## config.mk

```make
export PLATFORM = sky130hd
export DESIGN_NAME = mpu6050_i2c_responder
export DESIGN_NICKNAME = d
export VERILOG_FILES = /design/src/rtl/mpu6050_i2c_responder.sv
export SDC_FILE = /design/constraint.sdc
export NUM_CORES = 1
export LEC_CHECK = 0
export CORE_MARGIN = 2
export CORE_UTILIZATION = 29
export CTS_CLUSTER_DIAMETER = 200
export DETAILED_ROUTE_END_ITERATION = 12
export MAX_ROUTING_LAYER = met4
export SYNTH_ARGS = -nofsm -noshare
export SYNTH_HDL_FRONTEND = slang
export SYNTH_SLANG_ARGS = --single-unit
```

## constraint.sdc

```tcl
create_clock -name clk -period 3.9 [get_ports clk]
set_input_delay 0.78 -clock clk [delete_from_list [all_inputs] [get_ports clk]]
set_output_delay 0.78 -clock clk [all_outputs]
set_load 0.03 [all_outputs]
```

## src/rtl/mpu6050_i2c_responder.sv

```systemverilog
// mpu6050_i2c_responder: I2C target emulating an MPU6050 register map with port-fed accel samples.
module mpu6050_i2c_responder #(
  parameter logic [6:0] DEV_ADDR     = 7'h68,
  parameter logic [7:0] WHO_AM_I_VAL = 8'h68,
  parameter logic [7:0] PWR_MGMT_RST = 8'h40
) (
  input  logic        clk,
  input  logic        rst,
  input  logic        scl_in,
  input  logic        sda_in,
  output logic        sda_oe,
  input  logic [15:0] accel_x,
  input  logic [15:0] accel_y,
  input  logic [15:0] accel_z,
  output logic [7:0]  pwr_mgmt_1,
  output logic [7:0]  smplrt_div,
  output logic        wr_strobe,
  output logic        busy
);
  typedef enum logic [3:0] {
    IDLE, ADDR, ADDR_ACK, REG, REG_ACK, WDATA, WDATA_ACK, RDATA, MACK, IGNORE
  } state_t;
  state_t state_q, state_d;
  logic [1:0] scl_sync_q, scl_sync_d, sda_sync_q, sda_sync_d;
  logic scl_prev_q, scl_prev_d, sda_prev_q, sda_prev_d;
  logic [3:0] cnt_q, cnt_d;
  logic [7:0] sh_q, sh_d, ptr_q, ptr_d, pwr_q, pwr_d, smp_q, smp_d;
  logic [47:0] snap_q, snap_d;
  logic oe_q, oe_d, strb_q, strb_d, busy_q, busy_d;
  logic scl, sda, scl_rise, scl_fall, start, stop, byte_done, match;
  logic [7:0] rd_ptr, rd_byte;
  assign scl       = scl_sync_q[1];
  assign sda       = sda_sync_q[1];
  assign scl_rise  = scl & ~scl_prev_q;
  assign scl_fall  = ~scl & scl_prev_q;
  assign start     = scl & scl_prev_q & sda_prev_q & ~sda;
  assign stop      = scl & scl_prev_q & ~sda_prev_q & sda;
  assign byte_done = cnt_q == 4'd8;
  assign match     = sh_q[7:1] == DEV_ADDR;
  assign rd_ptr    = (state_q == MACK) ? ptr_q + 8'd1 : ptr_q;
  assign sda_oe     = oe_q;
  assign pwr_mgmt_1 = pwr_q;
  assign smplrt_div = smp_q;
  assign wr_strobe  = strb_q;
  assign busy       = busy_q;
  // Burst reads of 0x3B..0x40 come from the snapshot so the six bytes are coherent
  always_comb begin
    rd_byte = 8'h00;
    case (rd_ptr)
      8'h3B: rd_byte = snap_q[47:40];
      8'h3C: rd_byte = snap_q[39:32];
      8'h3D: rd_byte = snap_q[31:24];
      8'h3E: rd_byte = snap_q[23:16];
      8'h3F: rd_byte = snap_q[15:8];
      8'h40: rd_byte = snap_q[7:0];
      8'h75: rd_byte = WHO_AM_I_VAL;
      8'h6B: rd_byte = pwr_q;
      8'h19: rd_byte = smp_q;
      default: rd_byte = 8'h00;
    endcase
  end
  always_comb begin
    scl_sync_d = {scl_sync_q[0], scl_in};
    sda_sync_d = {sda_sync_q[0], sda_in};
    scl_prev_d = scl;
    sda_prev_d = sda;
    state_d    = state_q;
    cnt_d      = cnt_q;
    sh_d       = sh_q;
    ptr_d      = ptr_q;
    pwr_d      = pwr_q;
    smp_d      = smp_q;
    snap_d     = snap_q;
    oe_d       = oe_q;
    strb_d     = 1'b0;
    busy_d     = busy_q;
    if (start) begin
      state_d = ADDR;
      cnt_d   = '0;
      oe_d    = 1'b0;
      busy_d  = 1'b0;
    end else if (stop) begin
      state_d = IDLE;
      oe_d    = 1'b0;
      busy_d  = 1'b0;
    end else begin
      case (state_q)
        ADDR: begin
          if (scl_rise) begin
            sh_d  = {sh_q[6:0], sda};
            cnt_d = cnt_q + 4'd1;
          end
          if (scl_fall && byte_done) begin
            cnt_d   = '0;
            oe_d    = match;
            busy_d  = match;
            state_d = match ? ADDR_ACK : IGNORE;
            if (match && sh_q[0]) snap_d = {accel_x, accel_y, accel_z};
          end
        end
        ADDR_ACK: if (scl_fall) begin
          state_d = sh_q[0] ? RDATA : REG;
          sh_d    = sh_q[0] ? rd_byte : sh_q;
          oe_d    = sh_q[0] & ~rd_byte[7];
          cnt_d   = '0;
        end
        REG: begin
          if (scl_rise) begin
            sh_d  = {sh_q[6:0], sda};
            cnt_d = cnt_q + 4'd1;
          end
          if (scl_fall && byte_done) begin
            ptr_d   = sh_q;
            cnt_d   = '0;
            oe_d    = 1'b1;
            state_d = REG_ACK;
          end
        end
        WDATA: begin
          if (scl_rise) begin
            sh_d  = {sh_q[6:0], sda};
            cnt_d = cnt_q + 4'd1;
          end
          if (scl_fall && byte_done) begin
            pwr_d   = (ptr_q == 8'h6B) ? sh_q : pwr_q;
            smp_d   = (ptr_q == 8'h19) ? sh_q : smp_q;
            ptr_d   = ptr_q + 8'd1;
            strb_d  = 1'b1;
            cnt_d   = '0;
            oe_d    = 1'b1;
            state_d = WDATA_ACK;
          end
        end
        REG_ACK, WDATA_ACK: if (scl_fall) begin
          oe_d    = 1'b0;
          state_d = WDATA;
        end
        RDATA: begin
          if (scl_rise) cnt_d = cnt_q + 4'd1;
          if (scl_fall) begin
            state_d = byte_done ? MACK : RDATA;
            cnt_d   = byte_done ? 4'd0 : cnt_q;
            oe_d    = byte_done ? 1'b0 : ~sh_q[6];
            sh_d    = {sh_q[6:0], 1'b0};
          end
        end
        MACK: begin
          if (scl_rise && sda) state_d = IGNORE;
          if (scl_fall) begin
            ptr_d   = rd_ptr;
            sh_d    = rd_byte;
            oe_d    = ~rd_byte[7];
            cnt_d   = '0;
            state_d = RDATA;
          end
        end
        default: oe_d = 1'b0;
      endcase
    end
  end
  always_ff @(posedge clk) begin
    if (rst) begin
      scl_sync_q <= 2'b11;
      sda_sync_q <= 2'b11;
      scl_prev_q <= 1'b1;
      sda_prev_q <= 1'b1;
      state_q    <= IDLE;
      cnt_q      <= '0;
      sh_q       <= '0;
      ptr_q      <= '0;
      pwr_q      <= PWR_MGMT_RST;
      smp_q      <= '0;
      snap_q     <= '0;
      oe_q       <= 1'b0;
      strb_q     <= 1'b0;
      busy_q     <= 1'b0;
    end else begin
      scl_sync_q <= scl_sync_d;
      sda_sync_q <= sda_sync_d;
      scl_prev_q <= scl_prev_d;
      sda_prev_q <= sda_prev_d;
      state_q    <= state_d;
      cnt_q      <= cnt_d;
      sh_q       <= sh_d;
      ptr_q      <= ptr_d;
      pwr_q      <= pwr_d;
      smp_q      <= smp_d;
      snap_q     <= snap_d;
      oe_q       <= oe_d;
      strb_q     <= strb_d;
      busy_q     <= busy_d;
    end
  end
endmodule
```

==> results.tsv <==
stage	metric	value	unit
synthesis	Compound-Gate Fraction of Synth Area	21.8	%
worst_hold_path	Hold Path Stages	1	
route	drt wl/cell	15.4	um
sta	Tcrit/Tclk final	85.0	%
clocking	CTS Buf Count	9	
final_layout	Layout Cells excl Fill	962	
clocking	Clock Latency Late Sink	0.35	ns
global_routing	met1 Use GR	21.9	%
setup_path	Startpoint Class	flip-flop	
global_routing	Top Usage Layer GRT	met2	
placed_design	number of buffers added on ports	70	
synthesis	multiplexer share of the synthesized area	7.51	%
global_routing	vias in the first global route	4635	
synthesis	post-synthesis sequential area ratio	37.3	%
sta	Final Hold Viols	0	
die	# IOs	71	
clocking	Root Buffer	clkbuf_16	
route	post-route ant nets	0	
global_routing	first-pass GRT wire length	24.3	mm
global_routing	grt met2 use	23.7	%
synthesis	area share of the largest cell type after synthesis	37.3	%
route	DRC viols	0	
clocking	Hold-fix buffers, CTS	0	
sta	worst hold slack	0.412	ns
power	P_leak	2.12	nW
final_layout	final antenna diode count	0	
synthesis	mapped cell area	0.00521	sq mm
setup_path	critical path's largest stage delay	0.72	ns
setup_path	slowest CP cell	or4b_1	
global_routing	initial antenna violation count	0	
setup_path	type of the worst setup path	reg2reg	
synthesis	Synth Instances	682	
die	Die Width	138	um
die	Initial Util	29.3	%
power	clock share of power	45.3	%
power	P per Cell Area	312	mW/mm^2
final_layout	Final nets	785	
synthesis	area leader, netlist	dfxtp_1	
synthesis	Synth Area in Adders	1.39	%
worst_hold_path	type of the tightest min-delay check	reg2reg	
power	Max IR drop VDD	180	uV
route	1st-iter DRT viols	251	
global_routing	GR Overflow Total	0	
power	Sw Ratio	21.7	%
clocking	# Post-CTS Setup Buffers	0	
synthesis	largest family of logic cells by synthesized area	simple AND/OR/NAND/NOR gates	
sta	f_max	302	MHz
setup_path	largest fanout on the critical path	16	
setup_path	crit-path cells	or4b_1 -> inv_2 -> buf_4 -> nand2_1 -> o31ai_1 -> nand4_1 -> o22ai_1 -> nor3_1 -> a2111oi_2	
die	Die Height	138	um
synthesis	syn nets	739	
sta	Final setup viols	0	
final_layout	Register Area	0.00194	sq mm
synthesis	asr flop ratio synth	0	%
power	power share of the combinational group	4.7	%
global_routing	global router's overall resource usage	15.9	%
synthesis	simple-gate area share of the yosys netlist	24.3	%
placed_design	Final Wtd Congestion	0.928	
setup_path	reg2reg path depth	9	
route	vias per std cell	5.10	
final_layout	Area growth, synth to finish	22.8	%
die	Die ar.	0.0191	sq mm
die	std cell rows	49	
clocking	Clock Sink Count	97	
setup_path	Worst setup EP type	flip-flop	
clocking	CTS tree	built	
run	Max-cap violations	0	
setup_path	Crit path depth	9	
synthesis	top cells by area, synth	dfxtp_1 37%, nand2_1 10%, a21oi_1 6.9%	
final_layout	Fill cells	1889	
sta	Slew HR	46.3	%
sta	Tmin final	3.31	ns
synthesis	Synth Area in XOR/XNOR	1.01	%
clocking	Clock transition at path regs	0.07	ns
sta	Slew Limit Fails	0	
final_layout	footprint of the multi-input gates	0.00292	sq mm
sta	clock skew	0.00573	ns
power	sequential power share	49.9	%
final_layout	proportion of layout cells with a drive suffix above 1	7.64	%
setup_path	WP data arrival	3.56	ns
placed_design	placed cell area	0.00609	sq mm
placed_design	Post-Place Cells	946	
synthesis	count leader, synth	nand2_1	
power	Int Pwr	0.00156	W
synthesis	#FFs+latches synth	97	
sta	worst slew pin tran	0.806	ns
sta	RSZ-0062 raised after global routing	false	
setup_path	Req. time, crit path	4.15	ns
synthesis	synth warn	0	
global_routing	met3 global-route usage	2.74	%
clocking	H-tree levels	3	
sta	setup TNS	0	ns
clocking	PostCTS Resize Cnt	0	
synthesis	number of flops mapped to enable cells by yosys	0	
synthesis	Mean Syn Cell Area	7.64	sq um
power	Psw	0.000434	W
synthesis	Commonest cells post-synth	139 x nand2_1, 97 x dfxtp_1, 72 x a21oi_1	
setup_path	Worst Path Buf+Inv	2	
outcome	outcome	finished, final reports clean	
final_layout	design area	0.00640	sq mm
clocking	Max Buffers Root-to-Sink	2	
synthesis	Cell variety after synth	77	
placed_design	hpwl dp	10.5	mm
route	final WL	14.8	mm
route	Via Count	4903	
setup_path	cell family with the largest share of critical-path delay	simple AND/OR/NAND/NOR gates	
synthesis	Synth Flop Type	dfxtp_1	
die	core area	0.0178	sq mm
route	drt pass-1 iters	4	
global_routing	largest net degree at the start of global routing	79	
-- placed cells by master, fill, tap and decap left out, types with 4 or more instances in the layout --
cell type and instances:
nand2_1 139, dfxtp_1 97, a21oi_1 72, clkdlybuf4s50_1 69
nor2_1 51, inv_1 40, mux2i_1 29, o21ai_0 19
nand3_1 16, o22ai_1 14, buf_4 13, clkbuf_16 9
o31ai_1 8, nand4_1 8, nor3_1 8, or2_2 8
a31oi_1 7, nor4_1 7, a211oi_1 7, o21ai_1 6
nor2b_1 6, ha_1 5, mux4_2 4, a311oi_1 4
nand2b_1 4, and3_1 4, or3_1 4
-- flip-flops by register name, indices dropped and copies added, names as in the netlist --
| name | flops |
|---|---|
| wr_strobe | 1 |
| state_q | 4 |
| smplrt_div | 8 |
| ptr_q | 8 |
| busy | 1 |
| pwr_mgmt_1 | 8 |
| sda_sync_q | 2 |
| cnt_q | 4 |
| scl_sync_q | 2 |
| scl_prev_q | 1 |
| sh_q | 8 |
| sda_oe | 1 |
| snap_q | 48 |
| sda_prev_q | 1 |
-- kinds of logic (layout without fill, tap and decap cells) --
kind of cell	after synthesis	in the layout
buf+inv	89	140
compound gates	175	175
fa+ha+maj	6	6
xor+xnor	6	6
flops	97	97
simple gates	275	275
mux	34	34
-- area by class of cell --
class                   instances  area share [%]
clock buffers                  10            3.73
inverters                      41            2.41
well taps                     229            4.48
repair buffers                 83            12.4
flip-flops and latches         97            30.3
multi-input cells             496            45.6
clock inverters                 6            1.02
-- worst register-to-register path: cells and delay by family, from the launching register on --
kind                   cells  cell delay, ns
AOI/OAI and AO/OA          3            1.06
buffers and inverters      2            0.31
DFF                        1            0.47
and+or+nand+nor            4            1.38
-- per-stage QoR --
stage	worst slack (ns)	total power [W]	util, %
3_3_place_gp	0.680	0.00111	34.3
4_1_cts	0.618	0.00202	36.0
3_5_place_dp	0.647	0.00111	34.3
2_1_floorplan	0.834	0.00105	-
5_1_grt	0.311	0.00207	36.0
6_report	0.586	0.00200	36.0
-- worst paths after layout --
| kind | start | to | slack (ns) |
|---|---|---|---|
| min reg2reg | sda_sync_q[0] | sda_sync_q[1] | 0.41 |
| max | state_q[2] | sh_q[0] | 0.59 |
| min | sda_sync_q[0] | sda_sync_q[1] | 0.41 |
| max reg2reg | state_q[2] | sh_q[0] | 0.59 |
-- layer usage --
layer,wire length (um),vias to the layer above
met5,0,-
met4,330,0
met3,579,26
met2,6570,119
met1,7320,2285
li1,-,2473
-- power groups by stage --
stage,Combinational (W),Sequential (W),Clock (W)
6_report,0.0000949,0.000997,0.000906
5_1_grt,0.000103,0.000997,0.000970
4_1_cts,0.0000951,0.000997,0.000926
3_5_place_dp,0.0000945,0.00102,0
3_3_place_gp,0.0000940,0.00102,0
2_1_floorplan,0.0000339,0.00102,0
Power figures use the tool's default switching activity.
